File: src/rtl/debug_ctrl_pkg.sv
// debug_ctrl_pkg: command, status and state encodings shared by the debug halt controller
package debug_ctrl_pkg;
  typedef enum logic [1:0] {CMD_NOP, CMD_HALT, CMD_RESUME, CMD_CLR_RST} dbg_cmd_e;
  typedef enum logic [1:0] {RSP_OK, RSP_TIMEOUT, RSP_ILLEGAL} dbg_status_e;
  typedef enum logic [1:0] {S_IDLE, S_HALT_REQ, S_HALTED, S_RESUME_WAIT} dbg_state_e;
endpackage

File: src/rtl/dbg_timeout_timer.sv
// dbg_timeout_timer: wait counter shared by halt and resume, expired on the last allowed cycle
module dbg_timeout_timer #(
  parameter int TIMEOUT_CYCLES = 64
) (
  input  logic clk,
  input  logic rst,
  input  logic clr,
  input  logic en,
  output logic expired
);
  localparam int CW = $clog2(TIMEOUT_CYCLES);
  logic [CW-1:0] cnt;
  assign expired = cnt == CW'(TIMEOUT_CYCLES - 1);
  always_ff @(posedge clk)
    if (rst || clr) cnt <= '0;
    else if (en && !expired) cnt <= cnt + 1'b1;
endmodule

File: src/rtl/debug_halt_ctrl.sv
// debug_halt_ctrl: sequences core halt/resume over the debug pins with per-command status
module debug_halt_ctrl
  import debug_ctrl_pkg::*;
#(
  parameter int TIMEOUT_CYCLES = 64,
  parameter int CNT_W = 8
) (
  input  logic             clk,
  input  logic             rst,
  input  logic             cmd_valid_i,
  output logic             cmd_ready_o,
  input  logic [1:0]       cmd_op_i,
  output logic             rsp_valid_o,
  output logic [1:0]       rsp_status_o,
  output logic             debug_req_o,
  input  logic             debug_havereset_i,
  input  logic             debug_running_i,
  input  logic             debug_halted_i,
  output logic             halted_o,
  output logic             have_reset_o,
  output logic             halt_event_o,
  output logic [CNT_W-1:0] halt_count_o
);
  dbg_state_e state_q, state_d;
  dbg_status_e rsp_d;
  dbg_cmd_e op;
  logic hs, clr, expired, rsp_v_d, evt_d, halt_entry;
  assign op = dbg_cmd_e'(cmd_op_i);
  assign hs = cmd_valid_i && cmd_ready_o;
  dbg_timeout_timer #(.TIMEOUT_CYCLES(TIMEOUT_CYCLES)) u_timer (
    .clk(clk),
    .rst(rst),
    .clr(clr),
    .en(state_q == S_HALT_REQ || state_q == S_RESUME_WAIT),
    .expired(expired)
  );
  always_comb begin
    state_d = state_q;
    rsp_v_d = 1'b0;
    rsp_d = RSP_OK;
    clr = 1'b0;
    evt_d = 1'b0;
    case (state_q)
      S_IDLE:
        if (hs && op == CMD_HALT) begin
          state_d = S_HALT_REQ;
          clr = 1'b1;
        end else if (hs) begin
          rsp_v_d = 1'b1;
          rsp_d = op == CMD_RESUME ? RSP_ILLEGAL : RSP_OK;
        end else if (debug_halted_i) begin
          state_d = S_HALTED;
          evt_d = 1'b1;
        end
      S_HALTED:
        if (hs && op == CMD_RESUME) begin
          state_d = S_RESUME_WAIT;
          clr = 1'b1;
        end else if (hs) begin
          rsp_v_d = 1'b1;
          rsp_d = op == CMD_HALT ? RSP_ILLEGAL : RSP_OK;
        end else if (debug_running_i) state_d = S_IDLE;
      // halted beats a timeout expiring in the same cycle
      S_HALT_REQ:
        if (debug_halted_i || expired) begin
          state_d = debug_halted_i ? S_HALTED : S_IDLE;
          rsp_v_d = 1'b1;
          rsp_d = debug_halted_i ? RSP_OK : RSP_TIMEOUT;
        end
      default:
        if (debug_running_i || expired) begin
          state_d = debug_running_i ? S_IDLE : S_HALTED;
          rsp_v_d = 1'b1;
          rsp_d = debug_running_i ? RSP_OK : RSP_TIMEOUT;
        end
    endcase
  end
  assign halt_entry = state_d == S_HALTED && (state_q == S_IDLE || state_q == S_HALT_REQ);
  always_ff @(posedge clk)
    if (rst) begin
      state_q <= S_IDLE;
      cmd_ready_o <= 1'b0;
      rsp_valid_o <= 1'b0;
      rsp_status_o <= '0;
      debug_req_o <= 1'b0;
      halted_o <= 1'b0;
      have_reset_o <= 1'b0;
      halt_event_o <= 1'b0;
      halt_count_o <= '0;
    end else begin
      state_q <= state_d;
      cmd_ready_o <= state_d == S_IDLE || state_d == S_HALTED;
      rsp_valid_o <= rsp_v_d;
      rsp_status_o <= rsp_d;
      debug_req_o <= state_d == S_HALT_REQ;
      halted_o <= state_d == S_HALTED;
      have_reset_o <= debug_havereset_i || (have_reset_o && !(hs && op == CMD_CLR_RST));
      halt_event_o <= evt_d;
      if (halt_entry && halt_count_o != '1) halt_count_o <= halt_count_o + 1'b1;
    end
endmodule
File: config.mk
export PLATFORM = sky130hd
export DESIGN_NAME = debug_halt_ctrl
export DESIGN_NICKNAME = d
export VERILOG_FILES = /design/src/rtl/debug_ctrl_pkg.sv /design/src/rtl/dbg_timeout_timer.sv /design/src/rtl/debug_halt_ctrl.sv
export SDC_FILE = /design/constraint.sdc
export NUM_CORES = 1
export LEC_CHECK = 0
export CAP_MARGIN = 15
export CORE_UTILIZATION = 53
export CTS_CLUSTER_DIAMETER = 50
export DETAILED_ROUTE_END_ITERATION = 10
export MAX_ROUTING_LAYER = met4
export PLACE_DENSITY = 0.82
export SLEW_MARGIN = 20
export SYNTH_ARGS = -nofsm -noshare
export SYNTH_HDL_FRONTEND = slang
export SYNTH_SLANG_ARGS = --single-unit
File: constraint.sdc
create_clock -name clk -period 2.9 [get_ports clk]
set_input_delay 0.435 -clock clk [delete_from_list [all_inputs] [get_ports clk]]
set_output_delay 0.435 -clock clk [all_outputs]
set_load 0.01 [all_outputs]
==> results of run 1 <==
layer usage:
| metal | track usage [%] | wire length [microns] | vias to the layer above |
|---|---|---|---|
| met2 | 34.5 | 1040 | 24 |
| li1 | - | - | 486 |
| met1 | 29.0 | 1060 | 441 |
| met3 | 3.74 | 76 | 7 |
| met4 | 10.3 | 46 | 0 |
| met5 | - | 0 | - |
worst paths after layout:
| kind | start | end | slack (ns) | cells after the start |
|---|---|---|---|---|
| worst max-delay path | cmd_ready_o$_SDFF_PP0_ | cmd_ready_o | 1.12 | 1 |
| worst min-delay path | u_timer.cnt[5]$_SDFFE_PP0P_ | u_timer.cnt[5]$_SDFFE_PP0P_ | 0.49 | 2 |
| worst max register to register | state_q[1]$_SDFF_PP0_ | cmd_ready_o$_SDFF_PP0_ | 1.29 | 4 |
| worst min register to register | u_timer.cnt[5]$_SDFFE_PP0P_ | u_timer.cnt[5]$_SDFFE_PP0P_ | 0.49 | 2 |
synthesized netlist by cell type, types with 3 or more instances:
cell type	n	area (sq um)
a211oi_1	4	30.0
a21oi_1	7	35.0
and3_1	4	25.0
dfxtp_1	24	480
inv_1	3	11.3
mux2_2	3	33.8
nand2_1	6	22.5
nand2b_1	4	25.0
nand4_1	3	18.8
nor2_1	15	56.3
nor2b_1	4	25.0
nor3_1	3	15.0
nor3_2	3	30.0
nor4b_1	3	26.3
power breakdown:
group	switching (W)	internal, W
Clock	0.0000930	0.0000486
Sequential	0.0000116	0.000340
Combinational	0.0000392	0.0000450
Total	0.000144	0.000434
registers in the layout, summed over array words and instances (netlist names):
register      flops
rsp_valid_o       1
have_reset_o      1
halt_count_o      8
halted_o          1
halt_event_o      1
debug_req_o       1
u_timer.cnt       6
rsp_status_o      2
cmd_ready_o       1
state_q           2
layout make-up:
type | count | area, sq um
Sequential cell | 24 | 480
Timing Repair Buffer | 24 | 238
Multi-Input combinational cell | 90 | 651
Fill cell | 164 | 586
Inverter | 3 | 11.3
Clock buffer | 3 | 22.5
Tap cell | 27 | 33.8
logic make-up (layout without fill, tap and decap cells):
logic type                 Yosys count  in the layout  share of synthesized area, %
AOI/OAI and AO/OA                   19             19                          12.6
xor gates and xnor gates             2              2                          1.49
adders and majority gates            2              2                          2.13
buffers and inverters                7             30                          3.52
DFF                                 24             24                          41.0
muxes                                6              6                          5.98
and+or+nand+nor                     61             61                          33.3
metrics by stage:
step / hold WS [ns] / total power [W]
2_1_floorplan: 0.457 / 0.000409
5_1_grt: 0.536 / 0.000607
3_5_place_dp: 0.479 / 0.000443
4_1_cts: 0.498 / 0.000583
6_report: 0.494 / 0.000578
3_3_place_gp: 0.471 / 0.000441
==> results.toml, run 1 <==
[synth]
ys_ff_latch = 24
postSynthAreaPerCell_sq_um = 9.69
ys.flop_type = "dfxtp_1"
syn-num-nets = 131
synth_cells = 121
synth_edf_count = 0
async_reset_ff_share_pct = 0
yosysWarnings = 0
yosysSeqAreaShare_pct = 41.0
synthDistinctLibCells = 42
netlist_area_sq_um = 1170

[floorplanning]
start_util_pct = 58.0
chipWidth_microns = 49.0
die_h_microns = 49.0
fp-row-count = 16
io_pins = 24
die_area_sq_um = 2400
coreArea_sq_um = 2020

[timing]
fmax_ghz = 0.563
setup-violations-final = 0
fin_tns_setup_ns = 0
slew_headroom_pct = 74.2
skew_ns = 0.00105
slew_violations = 0
hold_viol_final = 0
finalCriticalPeriod_ns = 1.78
tightest_slew_ns = 0.386
fin_crit_sh_pct = 61.3
timing.final.ws_setup_ns = 1.12
grt_setup_unrepaired = "no"

[final_layout]
final_area_sq_um = 1440
nets = 156
antenna_cells = 0
layout-area-overhead-vs-synth_pct = 22.5
drive_above_1_share_pct = 15.3
stdcell_count = 171
layout_common_cells = "24 x dfxtp_1, 23 x clkdlybuf4s50_1, 15 x nor2_1"
layout_commonest_cell = "dfxtp_1"
fin_util_pct = 71.0

[placement]
place_area_sq_um = 1410
pre_cts_ws_ns = 0.826
place_hpwl_microns = 1660
port_buffers = 23
routabilityCongestion = 0.807
place_inst = 168

[global_routing]
grt_pass1_vias = 917
gr-total-overflow = 0
grt_pass1_wl_microns = 4110
grt_use_total_pct = 22.5
grt_max_degree = 13
antenna_found_initial = 0

[drt]
ant_nets = 0
drc_errors = 0
drt_first_pass_iters = 4
via_per_inst = 5.60
first_iter_violations = 16
wire_per_inst_microns = 13.0
vias = 958
drt-total-wl_microns = 2220

[clocking]
htree_levels = 1
cts_root_buffer = "clkbuf_4"
cts_tree = "done"
cts_buffers = 3
clock-sinks = 24
cts.path.max_buffers = 2
clk_pin_slew_ns = 0.12
ctsHoldBuffers = 0
insertion_delay_ns = 0.31
post-cts-setup-buffers = 0
post_cts_resized = 0

[critical_path]
endpoint_kind = "output port"
critPathLaunchType = "flip-flop"
crit_type = "reg -> out"
worst-endpoint-required_ns = 2.47
crit_fanout = 5
worstPathCellList = "clkdlybuf4s50_1"
crit_family = "buffers and inverters"
slowest_delay_ns = 0.58
arrival_ns = 1.34
worst-path-buf-inv = 1
crit_path_top_delay_cell = "clkdlybuf4s50_1"

[power_and_ir_drop]
p_per_area_nw_per_um2 = 402
p_leak_nw = 0.521
ir_drop_uv = 226

[job]
drv_cap = 0

[hold_path]
hold_class = "reg -> reg"

[status]
status = "completed"
No activity file was read; power rests on OpenSTA's default activity.
==> run 2: changes to the inputs <==
--- a/config.mk
+++ b/config.mk
@@ -6,11 +6,11 @@
 export NUM_CORES = 1
 export LEC_CHECK = 0
 export CAP_MARGIN = 15
-export CORE_UTILIZATION = 53
+export CORE_UTILIZATION = 50
 export CTS_CLUSTER_DIAMETER = 50
 export DETAILED_ROUTE_END_ITERATION = 10
 export MAX_ROUTING_LAYER = met4
-export PLACE_DENSITY = 0.82
+export PLACE_DENSITY = 0.78
 export SLEW_MARGIN = 20
 export SYNTH_ARGS = -nofsm -noshare
 export SYNTH_HDL_FRONTEND = slang
==> constraint.sdc (replaced) <==
create_clock -name clk -period 1.8 [get_ports clk]
set_input_delay 0.27 -clock clk [delete_from_list [all_inputs] [get_ports clk]]
set_output_delay 0.27 -clock clk [all_outputs]
set_load 0.01 [all_outputs]
==> run 2 against run 1 <==
Against the previous run:
- design area rose by 7.2%
- critical endpoint unchanged
- sequential share of layout area fell by 2.3 points
- via count rose by 2.1%
- clock skew rose by 0.0078 ns
- combinational power rose by 85%
- hold slack improved by 0.0026 ns
==> results.toml, run 2 (synthesized netlist as in run 1, its figures left out) <==
[status]
status = "completed"

[clocking]
cts_buffers = 3
clk_pin_slew_ns = 0.14
clock-sinks = 24
htree_levels = 1
cts_tree = "done"
post_cts_resized = 0
post-cts-setup-buffers = 0
cts.path.max_buffers = 2
insertion_delay_ns = 0.32
cts_root_buffer = "clkbuf_4"
ctsHoldBuffers = 0

[critical_path]
worst_r2r_endpoint = "halt_count_o[6]$_SDFFE_PP0P_"
critPathLaunchType = "flip-flop"
r2r_slack_ns = 0.16
crit_type = "reg -> out"
setup.worst_path.start = "cmd_ready_o$_SDFF_PP0_"
arrival_ns = 1.37
worst-path-buf-inv = 1
cp_num_cells = 1
endpoint_kind = "output port"
worst-endpoint-required_ns = 1.53
timing.rr.start = "halt_count_o[0]$_SDFFE_PP0P_"
ff2ff_path_depth = 4
setup.worst_path.end = "cmd_ready_o"
crit_family = "buffers and inverters"
crit_fanout = 5
slowest_delay_ns = 0.59
crit_path_top_delay_cell = "clkdlybuf4s50_1"
worstPathCellList = "clkdlybuf4s50_1"

[final_layout]
fillers = 182
stdcell_count = 181
largest_reg_flops = 8
layout_commonest_cell = "dfxtp_1"
nets = 164
layout_common_cells = "24 x dfxtp_1, 23 x clkdlybuf4s50_1, 15 x nor2_1"
drive_above_1_share_pct = 20.3
top_regs = "halt_count_o (8), u_timer.cnt (6)"
largest-register = "halt_count_o"
layout-area-overhead-vs-synth_pct = 31.4
fin_util_pct = 69.6
antenna_cells = 0

[job]
drv_cap = 0

[floorplanning]
die_h_microns = 50.4
fp-row-count = 17
die_area_sq_um = 2540
chipWidth_microns = 50.4
start_util_pct = 53.0
io_pins = 24
coreArea_sq_um = 2210

[drt]
drt-total-wl_microns = 2380
wire_per_inst_microns = 13.2
first_iter_violations = 15
drt_first_pass_iters = 4
via_per_inst = 5.40
vias = 978
drc_errors = 0
ant_nets = 0

[timing]
slew_violations = 0
tightest_slew_ns = 0.362
skew_ns = 0.00888
slew_headroom_pct = 75.5
fmax_ghz = 0.610
fin_crit_sh_pct = 91.1
hold_slack_ns = 0.497
finalCriticalPeriod_ns = 1.64
grt_setup_unrepaired = "no"
hold_viol_final = 0
setup-violations-final = 0
fin_tns_setup_ns = 0

[hold_path]
hold_class = "reg -> reg"

[placement]
port_buffers = 23
routabilityCongestion = 0.859
place_inst = 177
place_hpwl_microns = 1840

[power_and_ir_drop]
p_leak_nw = 0.580
ir_drop_uv = 431
finalPower_w = 0.00111
p_per_area_nw_per_um2 = 721

[global_routing]
grt_pass1_vias = 991
gr-total-overflow = 0
antenna_found_initial = 0
grt_max_degree = 17
grt_use_total_pct = 22.8
grt_pass1_wl_microns = 4250
[run 2: changes by cell type in the layout (fill, tap and decap cells not counted), sizes merged]
| cell | previous run | this run |
|---|---|---|
| buf | 1 | 9 |
| bufinv | 0 | 1 |
[run 2: worst register-to-register path: cells and delay by family (launching register included)]
kind                       cells  cell delay [ns]
DFF                            1             0.42
muxes                          1             0.38
adders and majority gates      1             0.24
and+or+nand+nor                2             0.50
[run 2: per-layer routing]
layer | track usage [%] | vias to the layer above | wire length (microns)
met1 | 25.8 | 451 | 1110
met2 | 39.3 | 19 | 1180
li1 | - | 504 | -
met3 | 4.55 | 4 | 74
met4 | 8.80 | 0 | 19
met5 | - | - | 0
[run 2: worst min path at each step]
| stage | start | to | slack [ns] | cells after the start |
|---|---|---|---|---|
| after floorplan | debug_havereset_i | have_reset_o$_SDFF_PP0_ | 0.39 | 2 |
| after global placement | u_timer.cnt[5]$_SDFFE_PP0P_ | u_timer.cnt[5]$_SDFFE_PP0P_ | 0.46 | 2 |
| after detailed placement | u_timer.cnt[5]$_SDFFE_PP0P_ | u_timer.cnt[5]$_SDFFE_PP0P_ | 0.48 | 2 |
| after CTS | u_timer.cnt[5]$_SDFFE_PP0P_ | u_timer.cnt[5]$_SDFFE_PP0P_ | 0.50 | 2 |
| after global routing | u_timer.cnt[5]$_SDFFE_PP0P_ | u_timer.cnt[5]$_SDFFE_PP0P_ | 0.52 | 2 |
| final | u_timer.cnt[5]$_SDFFE_PP0P_ | u_timer.cnt[5]$_SDFFE_PP0P_ | 0.50 | 2 |
[run 2: cell type report]
type / count / area (sq um) / share of cell area (%)
Tap cell: 28 / 35.0 / 2.27
Clock inverter: 1 / 30.0 / 1.95
Sequential cell: 24 / 480 / 31.2
Multi-Input combinational cell: 90 / 651 / 42.2
Inverter: 3 / 11.3 / 0.731
Clock buffer: 3 / 22.5 / 1.46
Timing Repair Buffer: 32 / 310 / 20.1
[run 2: power breakdown]
| group | leakage [nW] | internal, W | total (W) | switching, W |
|---|---|---|---|---|
| Combinational | 0.357 | 0.0000865 | 0.000156 | 0.0000691 |
| Sequential | 0.195 | 0.000548 | 0.000565 | 0.0000172 |
| Clock | 0.0279 | 0.000225 | 0.000390 | 0.000165 |
[run 2: stage by stage]
step	cell area (sq um)	setup slack, ns
floorplan	1170	0.333
global placement	1490	0.00553
detailed placement	1490	-0.0814
CTS	1540	0.140
global route	1540	0.0280
finish	1540	0.160
